### src/rtl/vga_timing_gen.sv
// 640x480@60 VGA raster timing: scan coordinates, display enable, syncs and frame pacing.
// All outputs are registered decodes of the pre-increment (hc, vc) position.
module vga_timing_gen #(
  parameter int unsigned H_VISIBLE = 640,
  parameter int unsigned H_FP      = 16,
  parameter int unsigned H_SYNC    = 96,
  parameter int unsigned H_BP      = 48,
  parameter int unsigned V_VISIBLE = 480,
  parameter int unsigned V_FP      = 10,
  parameter int unsigned V_SYNC    = 2,
  parameter int unsigned V_BP      = 33
) (
  input  logic       vga_clk,
  input  logic       reset_n,
  input  logic       pix_en,
  output logic [9:0] DrawX,
  output logic [9:0] DrawY,
  output logic       blank,
  output logic       hs,
  output logic       vs,
  output logic       frame_start,
  output logic [7:0] frame_count
);

  localparam int unsigned HTotal = H_VISIBLE + H_FP + H_SYNC + H_BP;
  localparam int unsigned VTotal = V_VISIBLE + V_FP + V_SYNC + V_BP;

  localparam logic [9:0] HLast      = 10'(HTotal - 1);
  localparam logic [9:0] VLast      = 10'(VTotal - 1);
  localparam logic [9:0] HVis       = 10'(H_VISIBLE);
  localparam logic [9:0] VVis       = 10'(V_VISIBLE);
  localparam logic [9:0] HSyncStart = 10'(H_VISIBLE + H_FP);
  localparam logic [9:0] HSyncEnd   = 10'(H_VISIBLE + H_FP + H_SYNC);
  localparam logic [9:0] VSyncStart = 10'(V_VISIBLE + V_FP);
  localparam logic [9:0] VSyncEnd   = 10'(V_VISIBLE + V_FP + V_SYNC);

  logic [9:0] hc_q, hc_d;
  logic [9:0] vc_q, vc_d;
  logic       blank_d, hs_d, vs_d, frame_start_d;
  logic [7:0] frame_count_d;

  always_comb begin
    hc_d = hc_q + 10'd1;
    vc_d = vc_q;
    if (hc_q == HLast) begin
      hc_d = 10'd0;
      vc_d = (vc_q == VLast) ? 10'd0 : vc_q + 10'd1;
    end
  end

  always_comb begin
    blank_d       = (hc_q < HVis) && (vc_q < VVis);
    hs_d          = !((hc_q >= HSyncStart) && (hc_q < HSyncEnd));
    vs_d          = !((vc_q >= VSyncStart) && (vc_q < VSyncEnd));
    frame_start_d = (hc_q == 10'd0) && (vc_q == 10'd0);
    frame_count_d = frame_start_d ? frame_count + 8'd1 : frame_count;
  end

  // pix_en gates every register, so a stall freezes frame_start as well.
  always_ff @(posedge vga_clk or negedge reset_n) begin
    if (!reset_n) begin
      hc_q        <= 10'd0;
      vc_q        <= 10'd0;
      DrawX       <= 10'd0;
      DrawY       <= 10'd0;
      blank       <= 1'b0;
      hs          <= 1'b1;
      vs          <= 1'b1;
      frame_start <= 1'b0;
      frame_count <= 8'd0;
    end else if (pix_en) begin
      hc_q        <= hc_d;
      vc_q        <= vc_d;
      DrawX       <= hc_q;
      DrawY       <= vc_q;
      blank       <= blank_d;
      hs          <= hs_d;
      vs          <= vs_d;
      frame_start <= frame_start_d;
      frame_count <= frame_count_d;
    end
  end

endmodule

### config.mk
export PLATFORM = sky130hd
export DESIGN_NAME = vga_timing_gen
export DESIGN_NICKNAME = d
export VERILOG_FILES = /design/src/rtl/vga_timing_gen.sv
export SDC_FILE = /design/constraint.sdc
export NUM_CORES = 1
export LEC_CHECK = 0
export CAP_MARGIN = 20
export CORE_MARGIN = 2
export CORE_UTILIZATION = 58
export CTS_CLUSTER_DIAMETER = 30
export DETAILED_ROUTE_END_ITERATION = 8
export HOLD_SLACK_MARGIN = 0.1
export PLACE_DENSITY = 0.9
export SYNTH_ARGS = -nofsm -noshare
export SYNTH_HDL_FRONTEND = slang
export SYNTH_SLANG_ARGS = --single-unit
### constraint.sdc
create_clock -name vga_clk -period 4.7 [get_ports vga_clk]
set_clock_uncertainty 0.1 [all_clocks]
set_input_delay 1.175 -clock vga_clk [delete_from_list [all_inputs] [get_ports vga_clk]]
set_output_delay 1.175 -clock vga_clk [all_outputs]
set_load 0.005 [all_outputs]
==> results.py <==
metrics = {
    "worst_hold_path": {
        "min_path_type": "reg -> reg",
        "hold_start": "frame_count[7]",
    },
    "clock_network": {
        "clkSinkCount": 52,
        "cts_tree": "yes",
        "clk_pin_slew_ps": 90,
        "h-tree-depth": 2,
        "numCtsBuffers": 5,
        "postCtsHoldBufs": 0,
        "ctsLongestPathBuffers": 2,
        "cts_resized": 0,
        "ctsRootBufferMaster": "clkbuf_8",
        "postCtsSetupRepairBufs": 0,
        "worst_skew_pair.late_latency_ps": 300,
    },
    "cells_and_area": {
        "drive_gt1_frac": 0.144,
        "layout_commonest_cell": "dfrtp_1",
        "final_cell_mix": "50 x dfrtp_1, 33 x clkdlybuf4s50_1, 20 x mux2_2, 14 x inv_1, 12 x o21ai_0",
        "fin_cells": 300,
        "nNetsFinal": 257,
        "antenna_cells": 0,
        "area_growth_pct": 18.8,
    },
    "worst_setup_path": {
        "r2r_setup_slack_ps": 2430,
        "cp_slowest_cell": "or4_1",
        "crit_chain": "clkdlybuf4s50_1, nand2_2, or4_1, nor3_1, mux2i_1",
        "worst-setup-path-type": "in -> reg",
        "critPathLaunchType": "input port",
        "cp-end-kind": "flop",
        "crit_end": "vc_q[8]",
        "cpPeakStageDelay_ps": 760,
        "cp_max_fo": 15,
        "rr_startpoint": "hc_q[0]",
        "reg2reg_to": "vc_q[8]",
        "required_ps": 4830,
        "crit_start": "pix_en",
        "arrival_ps": 3330,
        "reg2reg_depth": 5,
    },
    "die": {
        "die-area_um2": 4730,
        "num_rows": 23,
        "start_util": 0.604,
        "core_um2": 4030,
        "fp.dieH_um": 68.8,
        "fp.dieW_um": 68.8,
        "io_pins": 35,
    },
    "timing": {
        "rsz0062_at_grt": "false",
        "min_period_over_period": 0.681,
        "drv_slew": 0,
        "fmax_mhz": 313,
        "finalSetupViolations": 0,
        "tns_ps": 0,
        "hold_violations": 0,
        "maxSlewHeadroom": 0.638,
        "tightest_slew_ps": 542,
        "hold_ws_ps": 374,
        "fin_crit_ps": 3200,
    },
    "logic_synthesis": {
        "synthSimpleGateAreaFrac": 0.171,
        "synth-compound-area-share": 0.0813,
        "synth_top_area_frac": 0.514,
        "synth_adder_area_share": 0.0257,
        "synth_cell_type_count": 41,
        "syn-num-nets": 227,
        "synthesis.area_um2": 2430,
        "ys_warn_count": 0,
        "ys_async_sr_fraction": 1.00,
        "muxShareOfSynthArea": 0.101,
        "syn_area_per_cell_um2": 11.1,
        "synth_xor_area_frac": 0.0396,
        "synth_top_cell_by_area": "dfrtp_1",
        "synth_top_family_by_area": "simple AND/OR/NAND/NOR gates",
        "synth_cells": 219,
        "synth_edf_count": 0,
        "yosys-top-cells-area": "dfrtp_1 51%, mux2_2 9.3%, ha_1 2.6%, xor2_1 2.5%, o21ai_0 2.5%",
        "ys_seq_elements": 52,
        "synthFlopType": "dfrtp_1",
        "seq_area_frac_synth": 0.536,
    },
    "global_route": {
        "grt_max_degree": 53,
        "antenna_found_initial": 0,
        "grt_usage": 0.216,
        "grt_pass1_wl_mm": 7.46,
        "grt_overflow": 0,
        "first_global_vias": 1627,
    },
    "pwr": {
        "p_per_area_nw_per_um2": 329,
        "p_leak_nw": 1.28,
        "peakVddDrop_mv": 0.223,
    },
    "detailed_routing": {
        "vias": 1749,
        "drt_iter0_drc": 80,
        "drc": 0,
        "routed_via_density": 5.83,
        "wl_per_cell_um": 15.2,
        "routed_wl_mm": 4.56,
        "ant_nets": 0,
        "drtPass1Iterations": 4,
    },
    "placement": {
        "gp_congestion": 0.822,
        "dp_cells": 291,
        "io_buffers": 34,
        "dp_hpwl_mm": 3.03,
    },
    "run": {
        "cap_violations": 0,
    },
    "run_status": {
        "status": "finished clean",
    },
}
## critical path: cells and delay by family
family	cells	cell delay, ps
buf+inv	1	690
simple gates	3	1240
mux	1	210
## synthesized netlist by cell type, types with 2 or more instances
cell / n
dfrtp_1: 50
mux2_2: 20
inv_1: 14
o21ai_0: 12
nand2_1: 11
nand3_1: 9
nor4_1: 9
buf_2: 8
nor2_1: 8
nand4_1: 7
nor3_1: 7
xor2_1: 7
a21oi_1: 5
ha_1: 5
o31ai_1: 4
xnor2_1: 4
a21o_1: 3
and3_1: 3
and4_1: 3
buf_1: 3
o22ai_1: 3
clkbuf_1: 2
dfstp_2: 2
mux2i_1: 2
or3_1: 2
## per-stage QoR
step,setup slack [ps],area [um^2],util,power (mW)
6_report,1500,2890,0.717,0.951
3_5_place_dp,1240,2780,0.690,0.700
4_1_cts,1540,2870,0.712,0.957
5_1_grt,1430,2890,0.717,1.00
2_1_floorplan,2220,2430,-,0.631
3_3_place_gp,1320,2780,0.690,0.693
## area by class of cell
| cell class | instances | area, um^2 |
|---|---|---|
| repair buffers | 36 | 363 |
| clock buffers | 8 | 90.1 |
| multi-input cells | 140 | 1020 |
| well taps | 50 | 62.6 |
| inverters | 14 | 52.6 |
| fillers | 289 | 1140 |
| flip-flops and latches | 52 | 1300 |
## routing by layer
layer / track usage / up-vias / wire length [um]
met5: 0 / - / 0
met4: 0.0956 / 0 / 91
met3: 0.0552 / 7 / 192
met2: 0.326 / 45 / 2210
met1: 0.296 / 861 / 2060
li1: - / 836 / -
## kinds of logic after synthesis
| logic type | after synthesis |
|---|---|
| buf+inv | 27 |
| flops | 52 |
| fa+ha+maj | 5 |
| simple gates | 70 |
| xor+xnor | 11 |
| compound gates | 32 |
| mux | 22 |
## registers in the layout, summed over array words and instances, names as in the netlist
signal	count
DrawX	10
DrawY	10
blank	1
frame_count	8
frame_start	1
hc_q	10
hs	1
vc_q	10
vs	1
## power breakdown
| group | total (mW) | internal, mW | switching, mW |
|---|---|---|---|
| logic | 0.140 | 0.0875 | 0.0525 |
| clock network | 0.257 | 0.120 | 0.136 |
| registers | 0.554 | 0.491 | 0.0631 |
## worst min-delay path by stage
stage	slack [ps]	depth (start not counted)	to
finish	370	1	frame_count[7]
global route	400	1	frame_count[7]
CTS	380	1	frame_count[7]
detailed placement	360	1	frame_count[7]
global placement	360	1	frame_count[7]
floorplan	360	1	frame_count[7]
No activity file was read; power rests on OpenSTA's default activity.
